**src/rtl/uart_tx_arbiter.sv**
```systemverilog
// Two-requester packet arbiter in front of a single UART transmit byte stream.
// Ownership is held until a last-flagged byte is accepted or the owner idles past a timeout.
module uart_tx_arbiter #(
   parameter int unsigned TIMEOUT_CYCLES = 1024,
   parameter int unsigned PRIORITY_RR    = 1
) (
   input  logic       HCLK,
   input  logic       HRESET,
   input  logic       req0_valid,
   input  logic [7:0] req0_data,
   input  logic       req0_last,
   output logic       req0_ready,
   input  logic       req1_valid,
   input  logic [7:0] req1_data,
   input  logic       req1_last,
   output logic       req1_ready,
   output logic [7:0] tx_data,
   output logic       tx_valid,
   input  logic       tx_ready,
   output logic [1:0] grant,
   output logic       timeout
);

   localparam int unsigned CNT_W = $clog2(TIMEOUT_CYCLES + 1);
   localparam logic [CNT_W-1:0] CNT_LAST = CNT_W'(TIMEOUT_CYCLES - 1);

   typedef enum logic [0:0] {
      IDLE = 1'b0,
      OWN  = 1'b1
   } state_t;

   state_t           state_q, state_d;
   logic             owner_q, owner_d;
   logic             last_owner_q, last_owner_d;
   logic [CNT_W-1:0] cnt_q, cnt_d;
   logic             timeout_d;
   logic             own_valid, own_last, own_ready, accept;
   logic [7:0]       own_data;

   // Current owner's request channel
   always_comb begin
      own_valid = req0_valid;
      own_data  = req0_data;
      own_last  = req0_last;
      if (owner_q) begin
         own_valid = req1_valid;
         own_data  = req1_data;
         own_last  = req1_last;
      end
   end

   // Owner may push whenever the output buffer is empty or draining this cycle
   assign own_ready = (state_q == OWN) && (!tx_valid || tx_ready);
   assign accept    = own_valid && own_ready;

   // State register
   always_ff @(posedge HCLK) begin
      if (HRESET) begin
         state_q <= IDLE;
      end else begin
         state_q <= state_d;
      end
   end

   // Next-state: arbitration, packet release and inactivity timeout
   always_comb begin
      state_d      = state_q;
      owner_d      = owner_q;
      last_owner_d = last_owner_q;
      cnt_d        = cnt_q;
      timeout_d    = 1'b0;
      case (state_q)
         IDLE: begin
            cnt_d = '0;
            if (req0_valid || req1_valid) begin
               state_d = OWN;
               if (PRIORITY_RR != 0) begin
                  owner_d = (req0_valid && req1_valid) ? !last_owner_q : req1_valid;
               end else begin
                  owner_d = !req0_valid;
               end
            end
         end
         OWN: begin
            // An accepted byte always beats a coincident timeout
            if (accept) begin
               cnt_d = '0;
               if (own_last) begin
                  state_d      = IDLE;
                  last_owner_d = owner_q;
               end
            end else if (!own_valid) begin
               if (cnt_q == CNT_LAST) begin
                  state_d      = IDLE;
                  last_owner_d = owner_q;
                  cnt_d        = '0;
                  timeout_d    = 1'b1;
               end else begin
                  cnt_d = cnt_q + CNT_W'(1);
               end
            end
         end
         default: state_d = IDLE;
      endcase
   end

   // Output decode: only the owner sees ready
   always_comb begin
      req0_ready = 1'b0;
      req1_ready = 1'b0;
      if (own_ready) begin
         if (owner_q) begin
            req1_ready = 1'b1;
         end else begin
            req0_ready = 1'b1;
         end
      end
   end

   // Control registers and one-entry output buffer
   always_ff @(posedge HCLK) begin
      if (HRESET) begin
         owner_q      <= 1'b0;
         last_owner_q <= 1'b1;
         cnt_q        <= '0;
         grant        <= 2'b00;
         timeout      <= 1'b0;
         tx_valid     <= 1'b0;
         tx_data      <= 8'h00;
      end else begin
         owner_q      <= owner_d;
         last_owner_q <= last_owner_d;
         cnt_q        <= cnt_d;
         timeout      <= timeout_d;
         grant        <= (state_d == OWN) ? (owner_d ? 2'b10 : 2'b01) : 2'b00;
         if (accept) begin
            tx_valid <= 1'b1;
            tx_data  <= own_data;
         end else if (tx_ready) begin
            tx_valid <= 1'b0;
         end
      end
   end

endmodule

```
**config.mk**
```make
export PLATFORM = sky130hd
export DESIGN_NAME = uart_tx_arbiter
export DESIGN_NICKNAME = d
export VERILOG_FILES = /design/src/rtl/uart_tx_arbiter.sv
export SDC_FILE = /design/constraint.sdc
export NUM_CORES = 1
export LEC_CHECK = 0
export BUFFER_PORTS_ARGS = -buffer_cell sky130_fd_sc_hd__buf_4
export CAP_MARGIN = 30
export CORE_MARGIN = 3
export CORE_UTILIZATION = 51
export DETAILED_ROUTE_END_ITERATION = 10
export PLACE_DENSITY = 0.77
export SYNTH_ARGS = -nofsm -noshare
export SYNTH_HDL_FRONTEND = slang
export SYNTH_SLANG_ARGS = --single-unit
```
**constraint.sdc**
```tcl
create_clock -name HCLK -period 2.15 [get_ports HCLK]
set_input_delay 0.1075 -clock HCLK [delete_from_list [all_inputs] [get_ports HCLK]]
set_output_delay 0.1075 -clock HCLK [all_outputs]
set_load 0.1 [all_outputs]
```
# Word level (Yosys, flattened, before mapping)
# Cells that the tools add are included.
dict set report totals {
  reg_bits 26
  inputBits 23
  out_inout_bits 14
  wordCells 55
}
dict set report op_classes {
  add_sub_neg 1
  eq_ne 4
  muxes 28
  bitwise_logic 2
  n_reduce_logical 12
}
# cell n
set ops {}
lappend ops {{11-bit 2-to-1 mux} 3}
lappend ops {{11-bit case mux with 2 select lines} 1}
lappend ops {{1-bit 2-to-1 mux} 21}
lappend ops {{11-bit by 1-bit adder with 11-bit output (second input constant)} 1}
lappend ops {{11-bit by 10-bit equality test with 1-bit output (second input constant)} 1}
lappend ops {{8-bit 2-to-1 mux} 1}
lappend ops {{4-bit AND reduction} 1}
lappend ops {{2-bit nonzero test} 2}
lappend ops {{4-bit OR reduction} 1}
lappend ops {{1-bit logical AND} 3}
lappend ops {{3-bit by 2-bit != test with 1-bit output (second input constant)} 1}
lappend ops {{1-bit logical NOT} 2}
lappend ops {{1-bit logical OR} 2}
lappend ops {{2-bit 2-to-1 mux} 1}
lappend ops {{2-bit by 1-bit != test with 1-bit output (second input constant)} 1}
lappend ops {{2-bit != test (second input constant)} 1}
lappend ops {{1-bit inverter} 2}
lappend ops {{1-bit case mux with 2 select lines} 1}
lappend ops {{2-bit OR reduction} 1}

# Longest topological paths before layout
dict set report depth {
  word_depth 8
  mapped_depth 7
}

# Least setup slack after synthesis
# No wires, ideal clock.
dict set report synth_timing {
  path_kind {register -> output}
  start {register tx_valid}
  end {output port req0_ready}
  arrival_ns 2.280
  required_ns 2.043
  path_slack_ns -0.238
  stages_incl_launch_ff 4
  cell_sequence {dfxtp_1 > nand2b_1 > nand2_1 > nor2_1}
}
dict set report synth_between {
  elab_chain_cells 4
}
# element line_no
set synth_rtl {}
lappend synth_rtl {{start, declared} 18} ;# output logic tx_valid,
lappend synth_rtl {{start signal, assigned} 128} ;# tx_valid <= 1'b0;
lappend synth_rtl {{start signal, assigned} 137} ;# tx_valid <= 1'b1;
lappend synth_rtl {{start signal, assigned} 140} ;# tx_valid <= 1'b0;
lappend synth_rtl {{1-bit logical NOT} 53} ;# assign own_ready = (state_q == OWN) && (!tx_valid || tx_ready);
lappend synth_rtl {{1-bit logical OR} 53}
lappend synth_rtl {{1-bit logical AND} 53}
lappend synth_rtl {{1-bit 2-to-1 mux} 111} ;# if (own_ready) begin
lappend synth_rtl {{end, declared} 12} ;# output logic req0_ready,
# No other way between the ends.

# Final worst setup path
dict set report layout_timing {
  start {register owner_q}
  end {register tx_data[5]}
}
dict set report layout_between {
  elab_chain_cells 2
  word_cells_on_any_way 3
}
# element line_no
set layout_rtl {}
lappend layout_rtl {{start, declared} 33} ;# logic owner_q, owner_d;
lappend layout_rtl {{start signal, assigned} 131} ;# owner_q <= owner_d;
lappend layout_rtl {{1-bit 2-to-1 mux} 45} ;# if (owner_q) begin
lappend layout_rtl {{1-bit logical AND} 54} ;# assign accept = own_valid && own_ready;
lappend layout_rtl {{end signal, assigned} 138} ;# tx_data <= own_data;
lappend layout_rtl {{end, declared} 17} ;# output logic [7:0] tx_data,
# Parallel ways exist; a longest one is shown, timed or not.
# A chain may end at the register's enable or synchronous reset.

==> results.json <==
{
  "num_io_pins": 37,
  "clkPwrFrac": 0.230,
  "num_vias": 1253,
  "final_nets": 207,
  "hold_viol": 0,
  "met2_usage": 0.320,
  "numCtsBuffers": 3,
  "fin_ws_ns": 0.280,
  "p_sw_mw": 0.395,
  "critPathMaxStageDelay_ns": 0.62,
  "busiest_layer": "met2",
  "route.detailed.drc": 0,
  "cp-end-kind": "flop",
  "yosysTopAreaCell": "dfxtp_1",
  "ctsResizeCount": 0,
  "grt_pass1_vias": 1129,
  "max_freq_mhz": 535,
  "root_buffer": "clkbuf_4",
  "finalSetupViolations": 0,
  "die_w_um": 57.3,
  "clk_pin_slew_ns": 0.14,
  "core_area_um2": 2340,
  "ys_seq_elements": 26,
  "dp_hpwl_mm": 2.28,
  "finClkSkew_ns": 0.00781,
  "required_ns": 2.40,
  "seqPwrFrac": 0.475,
  "rows": 17,
  "ys_warn_count": 0,
  "clockBufferDepth": 2,
  "syn_area_um2": 1340,
  "setup_tns_ns": 0,
  "use_met3": 0.0317,
  "maxCapViolCount": 0,
  "finalWirelength_mm": 3.05,
  "synth_area_leaders": "dfxtp_1 39%, a211oi_2 7.5%, mux2i_1 7.5%",
  "path_cells": "mux2_4, and3_1, nor2_1, a211oi_2",
  "seq_area_frac_synth": 0.388,
  "detail_route.wl_per_cell_um": 14.5,
  "htreeDepth": 1,
  "cts_tree": "yes",
  "syn-num-nets": 174,
  "antenna_found_initial": 0,
  "slew_headroom": 0.533,
  "grt_max_degree": 27,
  "crit_slowest_cell": "and3_1",
  "numPortBuffers": 36,
  "syn_inst": 150,
  "slew_viol_final": 0,
  "overflow": 0,
  "ys_types": 37,
  "min_period_ns": 1.87,
  "grt_pass1_wl_mm": 4.83,
  "cts_setup_buffers": 0,
  "cp_num_buf_inv": 0,
  "p_per_area_nw_per_um2": 675,
  "grt.total_usage": 0.182,
  "syn2layout_area_growth_pct": 21.6,
  "pre_cts_ws_ns": 0.305,
  "irDropWorstVdd_v": 0.000513,
  "diodes": 0,
  "fillCellCount": 205,
  "start_kind": "flop",
  "tightest_slew_ns": 0.701,
  "gp_congestion": 0.849,
  "avgSynthCellArea_um2": 8.93,
  "first_iter_violations": 37,
  "rsz0062_at_grt": "false",
  "grtUsageMet1": 0.223,
  "fin_util": 0.696,
  "viasPerCell": 5.97,
  "comb_power_share": 0.294,
  "drive_above_1_share": 0.313,
  "cts_hold_buf": 0,
  "die_area_um2": 3280,
  "fin_crit_sh": 0.870,
  "ant_nets": 0,
  "hold_class": "in2reg",
  "path_max_fanout": 16,
  "initial_core_util": 0.573,
  "switching_share": 0.360,
  "crit_family": "simple AND/OR/NAND/NOR gates",
  "synth_top_area_frac": 0.388,
  "clock_latency_ns": 0.33,
  "crit_arrival_ns": 2.12,
  "p_int_mw": 0.704,
  "numClockSinks": 26,
  "crit_type": "reg2reg",
  "p_leak_nw": 0.606,
  "die_y_um": 57.3,
  "status": "completed",
  "dr.pass1.iters": 4
}
[synthesized netlist by cell type]
master,n
mux2_4,1
nand2b_1,3
dfxtp_1,26
or4_1,1
buf_2,2
o211ai_1,2
a21oi_1,8
nor4_1,2
inv_1,3
and2_1,1
nor3_2,1
o2111ai_1,1
or3_1,4
nor2b_1,1
clkbuf_1,3
a211oi_2,8
mux2i_1,10
and3_1,3
o21ai_1,1
buf_1,1
mux2_2,1
nand4_1,6
a211oi_1,2
nor3_1,4
mux2i_4,1
a31oi_1,2
nand3b_1,2
nand2_1,16
or2_2,1
o31a_1,1
a32oi_1,2
or4_4,1
ha_1,1
nor2_1,17
buf_6,4
o21ai_0,3
nand3_1,4
[routing by layer]
layer | wire (um) | vias up
met4 | 56 | 0
met1 | 1260 | 573
met2 | 1510 | 61
met3 | 226 | 7
li1 | - | 612
met5 | 0 | -
[cells by family (layout without fill, tap and decap cells)]
| kind of cell | Yosys count | after routing | share of synthesized area |
|---|---|---|---|
| fa+ha+maj | 1 | 1 | 0.00934 |
| simple gates | 67 | 67 | 0.253 |
| flops | 26 | 26 | 0.388 |
| mux | 13 | 13 | 0.111 |
| buf+inv | 13 | 45 | 0.0607 |
| compound gates | 30 | 30 | 0.177 |
[registers in the layout, summed over array words and instances, names as in the netlist]
| register | flops |
|---|---|
| state_q | 1 |
| grant | 2 |
| cnt_q | 11 |
| last_owner_q | 1 |
| timeout | 1 |
| tx_data | 8 |
| tx_valid | 1 |
| owner_q | 1 |
[per-stage QoR]
step	power, mW	hold WS, ns	std cells	instance area (um2)
3_5_place_dp	0.857	0.460	206	1590
3_3_place_gp	0.850	0.457	206	1590
4_1_cts	1.10	0.140	210	1630
5_1_grt	1.14	0.154	210	1630
2_1_floorplan	0.780	0.308	150	1340
6_report	1.10	0.143	210	1630
[power by group through the flow]
stage | registers, mW | clock network (mW) | logic (mW)
floorplan | 0.649 | 0 | 0.131
CTS | 0.523 | 0.252 | 0.325
global placement | 0.533 | 0 | 0.318
detailed placement | 0.533 | 0 | 0.324
finish | 0.523 | 0.253 | 0.323
global route | 0.527 | 0.272 | 0.339
[cell type report]
cell class / instances / area, um2 / area share
inverters: 3 / 11.3 / 0.00691
well taps: 28 / 35.0 / 0.0215
repair buffers: 38 / 285 / 0.175
multi-input cells: 111 / 741 / 0.455
clock buffers: 4 / 36.3 / 0.0223
flip-flops and latches: 26 / 520 / 0.320
[worst register-to-register path, cell delays in order, from the launching register on]
cell	delay [ns]
dfxtp_1	0.57
mux2_4	0.27
and3_1	0.63
nor2_1	0.12
a211oi_2	0.21
[cell usage in the layout, fill, tap and decap left out, types with 3 or more instances in the layout]
cell type	Yosys	layout
buf_4	0	38
dfxtp_1	26	26
nand2_1	16	16
nor2_1	17	16
mux2i_1	10	10
a211oi_2	8	8
a21oi_1	8	8
nand4_1	6	6
nor3_1	4	4
nand3_1	4	4
or3_1	4	4
nand2b_1	3	3
and3_1	3	3
inv_1	3	3
o21ai_0	3	3
clkbuf_4	0	3
[path summary, 6_finish.rpt]
| kind | from | endpoint | slack (ns) | cells after the start |
|---|---|---|---|---|
| min reg2reg | cnt_q[10] | cnt_q[10] | 0.48 | 2 |
| min | req1_valid | grant[1] | 0.14 | 3 |
| max | owner_q | tx_data[5] | 0.28 | 4 |
| max reg2reg | owner_q | tx_data[5] | 0.28 | 4 |
(Power assumes the default switching activity.)
